==> config.mk <==
export PLATFORM = sky130hd
export DESIGN_NAME = sequence_detector_flat
export DESIGN_NICKNAME = d
export VERILOG_FILES = /design/src/rtl/sequence_detector_pkg.sv /design/src/rtl/sequence_detector_if.sv /design/src/rtl/sequence_detector.sv /design/src/flat_wrapper.sv
export SDC_FILE = /design/constraint.sdc
export NUM_CORES = 1
export LEC_CHECK = 0
export ABC_CLOCK_PERIOD_IN_PS = 2000
export CORE_AREA = 2 2 39 41
export CTS_CLUSTER_DIAMETER = 40
export DETAILED_ROUTE_END_ITERATION = 6
export DIE_AREA = 0 0 41 43
export SLEW_MARGIN = 25
export SYNTH_ARGS = -nofsm -noshare
export SYNTH_HDL_FRONTEND = slang
export SYNTH_SLANG_ARGS = --single-unit
==> constraint.sdc <==
create_clock -name clk -period 2 [get_ports clk]
set_input_delay 0.4 -clock clk [delete_from_list [all_inputs] [get_ports clk]]
set_output_delay 0.4 -clock clk [all_outputs]
set_load 0.01 [all_outputs]
==> src/rtl/sequence_detector_pkg.sv <==
// -----------------------------------------------------------------------------
// sequence_detector_pkg
// Shared definitions for the serial pattern detector:
//   - state_t : FSM state enum, 4-bit encoding (8 legal codes, 8 illegal)
//   - PAT1    : first pattern, 1,0,0,1 (MSB is the oldest bit)
//   - PAT2    : second pattern, 0,1,0 (MSB is the oldest bit)
//   - is_hit  : true for the two states that assert the detection flag
// -----------------------------------------------------------------------------
package sequence_detector_pkg;

  localparam logic [3:0] PAT1 = 4'b1001;
  localparam logic [2:0] PAT2 = 3'b010;

  // Each state names the longest stream suffix that is still a prefix of
  // either pattern. The two hit states double as the overlap prefix they
  // leave behind ("01" after 1001, "10" after 010).
  typedef enum logic [3:0] {
    IDLE  = 4'd0,
    S0    = 4'd1,
    S1    = 4'd2,
    S01   = 4'd3,
    S10   = 4'd4,
    S100  = 4'd5,
    H1001 = 4'd6,
    H010  = 4'd7
  } state_t;

  function automatic logic is_hit(input state_t s);
    return (s == H1001) || (s == H010);
  endfunction

endpackage

==> src/rtl/sequence_detector_if.sv <==
// -----------------------------------------------------------------------------
// sequence_detector_if
// Serial data line into the detector and the detection flag out of it.
//   in  : serial data bit, one per rising clock edge
//   out : detection flag, high for one cycle per pattern hit
// Modports:
//   master : stream source / flag consumer (drives in, reads out)
//   slave  : the detector (reads in, drives out)
// -----------------------------------------------------------------------------
interface sequence_detector_if;
  logic in;
  logic out;

  modport master (output in, input out);
  modport slave  (input in, output out);
endinterface

==> src/rtl/sequence_detector.sv <==
// -----------------------------------------------------------------------------
// sequence_detector
// Moore FSM that flags every occurrence of 1001 and 010 on a serial bit
// stream, overlaps allowed. The flag is registered: it rises on the edge that
// samples the final pattern bit and has no combinational path from the input.
// Ports:
//   clk  : single clock, rising edge
//   rstn : asynchronous active-low reset; clears history and flag at once
//   bus  : sequence_detector_if.slave (in = serial bit, out = detection flag)
// -----------------------------------------------------------------------------
module sequence_detector
  import sequence_detector_pkg::*;
(
  input  logic                clk,
  input  logic                rstn,
  sequence_detector_if.slave  bus
);

  state_t r_state;
  state_t w_state_next;
  logic   r_out;

  // Next-state table. Any encoding outside the eight legal states falls into
  // the default branch and recovers to IDLE on the next edge.
  always_comb begin
    w_state_next = IDLE;
    case (r_state)
      IDLE:    w_state_next = bus.in ? S1    : S0;
      S0:      w_state_next = bus.in ? S01   : S0;
      S1:      w_state_next = bus.in ? S1    : S10;
      S01:     w_state_next = bus.in ? S1    : H010;
      S10:     w_state_next = bus.in ? S01   : S100;
      S100:    w_state_next = bus.in ? H1001 : S0;
      H1001:   w_state_next = bus.in ? S1    : H010;   // behaves as "01"
      H010:    w_state_next = bus.in ? S01   : S100;   // behaves as "10"
      default: w_state_next = IDLE;
    endcase
  end

  // The flag register is loaded from the decode of the next state so that it
  // always equals is_hit(r_state) while staying a flop output.
  always_ff @(posedge clk or negedge rstn) begin
    if (!rstn) begin
      r_state <= IDLE;
      r_out   <= 1'b0;
    end else begin
      r_state <= w_state_next;
      r_out   <= is_hit(w_state_next);
    end
  end

  assign bus.out = r_out;

endmodule

==> src/flat_wrapper.sv <==
// flat-port wrapper written by rule: the top's interface ports become plain ports
module sequence_detector_flat import sequence_detector_pkg::*;
  (clk, rstn, bus_in, bus_out);
  sequence_detector_if bus_i ();
  input  logic clk;
  input  logic rstn;
  input wire logic [$bits(bus_i.in)-1:0] bus_in;
  output wire logic [$bits(bus_i.out)-1:0] bus_out;
  assign bus_i.in = bus_in;
  assign bus_out = bus_i.out;
  sequence_detector u_core (.clk(clk), .rstn(rstn), .bus(bus_i));
endmodule
# [After elaboration in Yosys (flattened, before gate mapping)]
# Index checks and enable logic that the tools add are counted.
[totals] ramBits=0 word_cells=22 mem_bits_ro=0 regBits=5 latchBits=0 mem_count=0 in_bits=3 output_inout_bits=1
[op_classes] div_mod_pow=0 n_shift=0 n_lt_le_gt_ge=0 multipliers=0 n_bitwise=0 n_mux=7 eq_ne=9 reduce_logical=4 add_sub_neg=0
[ops] cell="4-bit by 3-bit == test with 1-bit output, second input constant" n=6
[ops] cell="4-bit case mux with 6 select lines" n=1
[ops] cell="3-bit 2-to-1 mux" n=4
[ops] cell="4-bit by 2-bit == test with 1-bit output, second input constant" n=2
[ops] cell="4-bit by 1-bit == test with 1-bit output, second input constant" n=1
[ops] cell="4-bit logical NOT" n=1
[ops] cell="2-bit 2-to-1 mux" n=2
[ops] cell="2-bit OR reduction" n=2
[ops] cell="1-bit logical OR" n=1

# [Logic depth before layout (Yosys ltp)]
[logic_depth] word_depth=5 mapped_depth=3

# [Least setup slack after synthesis]
# OpenSTA, ideal clock, no wires.
[synth_path] path_kind="register to register" from="register u_core.r_state[0]" to="register u_core.r_state[2]" required_time_ps=1869 setup_time_ps=131 path_stages_with_launch=3 n_path_buf=0 path_slack_ps=933 arrival_time_ps=935 path_cell_list="dfrtp_1 -> and4b_4 -> or3b_1"
[synth_via] elab_chain_len=3 word_cells_on_any_way=11 cone_classes="7 x eq/ne; 1 x mux; 3 x reduce/logical"
[synth_rtl] item="from (decl)" line_no="sequence_detector.sv:19" rtl="state_t r_state;"
[synth_rtl] item="from (signal assigned)" line_no="sequence_detector.sv:47" rtl="r_state <= w_state_next;"
[synth_rtl] item="4-bit by 3-bit == test with 1-bit output or 4-bit by 2-bit == test with 1-bit output (tied branches)" line_no="sequence_detector.sv:27" rtl="case (r_state)"
[synth_rtl] item="2-bit OR reduction (no source line)"
[synth_rtl] item="4-bit case mux with 6 select lines (*)" line_no="sequence_detector.sv:27"
[synth_rtl] item="via u_core.w_state_next[2]" line_no="sequence_detector.sv:20" rtl="state_t w_state_next;"
# Mark *: on every way through the listed nets, which the timed path passes. The rest lies on a longest branch.

# [Worst setup path in the final report]
[layout_path] from="register u_core.r_out, in the netlist u_core.bus.out" to="output bus_out"
[layout_rtl] item="from (decl)" line_no="sequence_detector.sv:21" rtl="logic r_out;"
[layout_rtl] item="from (signal assigned)" line_no="sequence_detector.sv:48" rtl="r_out <= is_hit(w_state_next);"
[layout_rtl] item="to (decl)" line_no="flat_wrapper.sv:8" rtl="output wire logic [$bits(bus_i.out)-1:0] bus_out;"
# No word-level cell between the ends.

==> out/qor.tcl <==
set qor(postRouteWirelength_microns) 329
set qor(vertical_die_dimension_microns) 43
set qor(timing.critical_path.arrival_ns) 1.06
set qor(clock_tree.root_cell) {clkbuf_4}
set qor(finalCoreUtilization_pct) 20.0
set qor(leakage_nw) 0.121
set qor(synth_top_area_share_pct) 49.1
set qor(final_cell_count_no_fill) 41
set qor(netlist_area_sq_um) 204
set qor(tritoncts) {yes}
set qor(clockBufferDepth) 2
set qor(port-buffer-count) 3
set qor(wire_length_of_the_first_global_routing_pass_microns) 600
set qor(unrepaired_setup_endpoints_after_global_routing) {no}
set qor(cell_chain_critical_path) {clkdlybuf4s50_1}
set qor(critical_path.max_stage_delay_ns) 0.52
set qor(place.detailed.instances) 38
set qor(synth-warning-count) 0
set qor(min_path_type) {in2async}
set qor(totalNegativeSetupSlack_ns) 0
set qor(pwr_density_cell_nw_per_um2) 1430
set qor(clock_latency_at_the_later_pin_of_the_worst_skew_pair_ns) 0.23
set qor(effective_utilization_at_floorplan_pct) 14.7
set qor(timing.critical_path.to_type) {output port}
set qor(fp.dieW_microns) 41
set qor(worst_setup_hold_path_clk_slew_ns) 0.03
set qor(post-route-worst-setup-slack_ns) 0.541
set qor(cts_resized) 0
set qor(dr.first_iter.drc_count) 1
set qor(postSynthNetCount) 22
set qor(die_area_sq_um) 1760
set qor(synth_top_area_cell) {dfrtp_1}
set qor(slew_viol_final) 0
set qor(post_drt_via_cell_ratio) 3.83
set qor(start_kind) {flip-flop}
set qor(mostFrequentLayoutCell) {dfrtp_1}
set qor(ios) 4
set qor(post_synth.cell_area_avg_sq_um) 10.7
set qor(antenna-diode-count) 0
set qor(place_area_sq_um) 254
set qor(grt_start_max_net_pins) 8
set qor(synth-seq-cells) 4
set qor(worst_pin_slew_ns) 0.223
set qor(crit_path_max_fanout) 1
set qor(path_buf_inv) 1
set qor(final_period_minus_worst_setup_slack_ns) 1.46
set qor(antenna_found_initial) 0
set qor(final_hold_vio_count) 0
set qor(max_freq_mhz) 686
set qor(final.hold.worst_slack_ns) 0.371
set qor(netlist_instances) 19
set qor(areaGrowthSynthToFinish_pct) 35.6
set qor(drive_above_1_share_pct) 24.0
set qor(setup.worst_path.class) {reg2out}
set qor(rows) 14
set qor(max-vdd-ir-drop_v) 0.000345
set qor(worst_setup_path_startpoint) {u_core.bus.out$_DFF_PN0_}
set qor(h_tree_lvls) 1
set qor(slew-limit-headroom_pct) 85.1
set qor(cts.repair_timing.setup_buffer_count) 0
set qor(groute.usage.overall_pct) 5.43
set qor(global_route.overflow_total) 0
set qor(dr_total_vias) 157
set qor(totalPowerFinal_mw) 0.395
set qor(run_status) {finished clean}
set qor(cts_hold_repair.buffers) 0
set qor(cts_made_buffers) 3
set qor(wire_per_inst_microns) 8.02
set qor(finalSetupViolCount) 0
set qor(tritoncts_num_sinks) 4
set qor(commonest_non_fill_non_tap_cells_in_the_layout) {4 x dfrtp_1, 3 x clkbuf_4, 3 x clkdlybuf4s50_1}
set qor(fraction_of_the_yosys_area_taken_by_sequential_cells_pct) 49.1
set qor(clock-skew-final_ns) 0.0000875
set qor(postRouteAntennaNets) 0
set qor(detailed_route_drc_error_count) 0
set qor(timing.critical_path.required_ns) 1.60
set qor(crit-reg2reg-launch) {u_core.r_state[0]$_DFF_PN0_}
set qor(pre_cts_slack_ns) 0.361
set qor(firstDrtPassIters) 2
set qor(postLayoutCellArea_sq_um) 277
set qor(timing.critical_path.slowest_stage_cell) {clkdlybuf4s50_1}
set qor(critical_path.top_delay_family) {buffers and inverters}
set qor(fin_crit_sh_pct) 72.9
set qor(grt_pass1_vias) 157
set qor(design.final.nets) 30
set qor(synth.top_cells.by_area) {dfrtp_1 49%, and4b_4 6.7%, maj3_1 4.9%}
set qor(core_region_area_sq_um) 1380
set qor(cap_violations) 0
set qor(synth.distinct_cells) 14
set qor(finalWeightedCongestion) 0.697
[flip-flops by register name, indices dropped and copies added, names as in the netlist]
name	cells
u_core.r_state	3
u_core.bus.out	1
[area by class of cell]
type                       count  area (sq um)
timing repair buffer           3          30.0
inverter                       2          7.51
sequential                     4           100
tap                           16          20.0
clock buffer                   3          22.5
multi-input combinational     13          96.3
fill                         151          1110
[cell families after synthesis]
kind of cell | Yosys count | synth area share, %
buffers and inverters | 2 | 3.68
DFF | 4 | 49.1
AOI/OAI and AO/OA | 5 | 16.6
adders and majority gates | 1 | 4.91
and+or+nand+nor | 6 | 21.5
xor gates and xnor gates | 1 | 4.30
[path summary, 6_finish.rpt]
kind	end	slack, ns	cells after the start
setup / recovery	bus_out	0.54	1
max in group asynchronous	u_core.r_state[0]$_DFF_PN0_	1.47	1
min in group clk	u_core.r_state[1]$_DFF_PN0_	0.59	1
hold reg to reg	u_core.r_state[1]$_DFF_PN0_	0.59	1
hold / removal	u_core.bus.out$_DFF_PN0_	0.37	1
setup reg to reg	u_core.r_state[2]$_DFF_PN0_	0.87	2
[power breakdown]
group	internal (mW)	switching (mW)	total [mW]
logic	0.0826	0.0491	0.132
clock network	0.0669	0.0301	0.0970
registers	0.121	0.0456	0.166
total	0.270	0.125	0.395
[synthesized netlist by cell type]
cell	instances
or3b_1	1
maj3_1	1
a21o_2	1
a31o_2	1
dfrtp_1	4
and4b_4	1
or2b_1	1
nor2_1	2
xor2_1	1
a21oi_1	1
inv_1	2
a31oi_1	1
nand2b_1	1
o21ai_0	1
[metal layers]
metal  vias to the layer above  share of wire, %  global-route usage [%]
met5                         -                 0                       0
met4                         0               4.9                    6.00
met3                         2               4.6                    1.57
met2                         6                40                    5.94
met1                        69                50                    7.44
li1                         80                 -                       -
(Power assumes the default switching activity.)
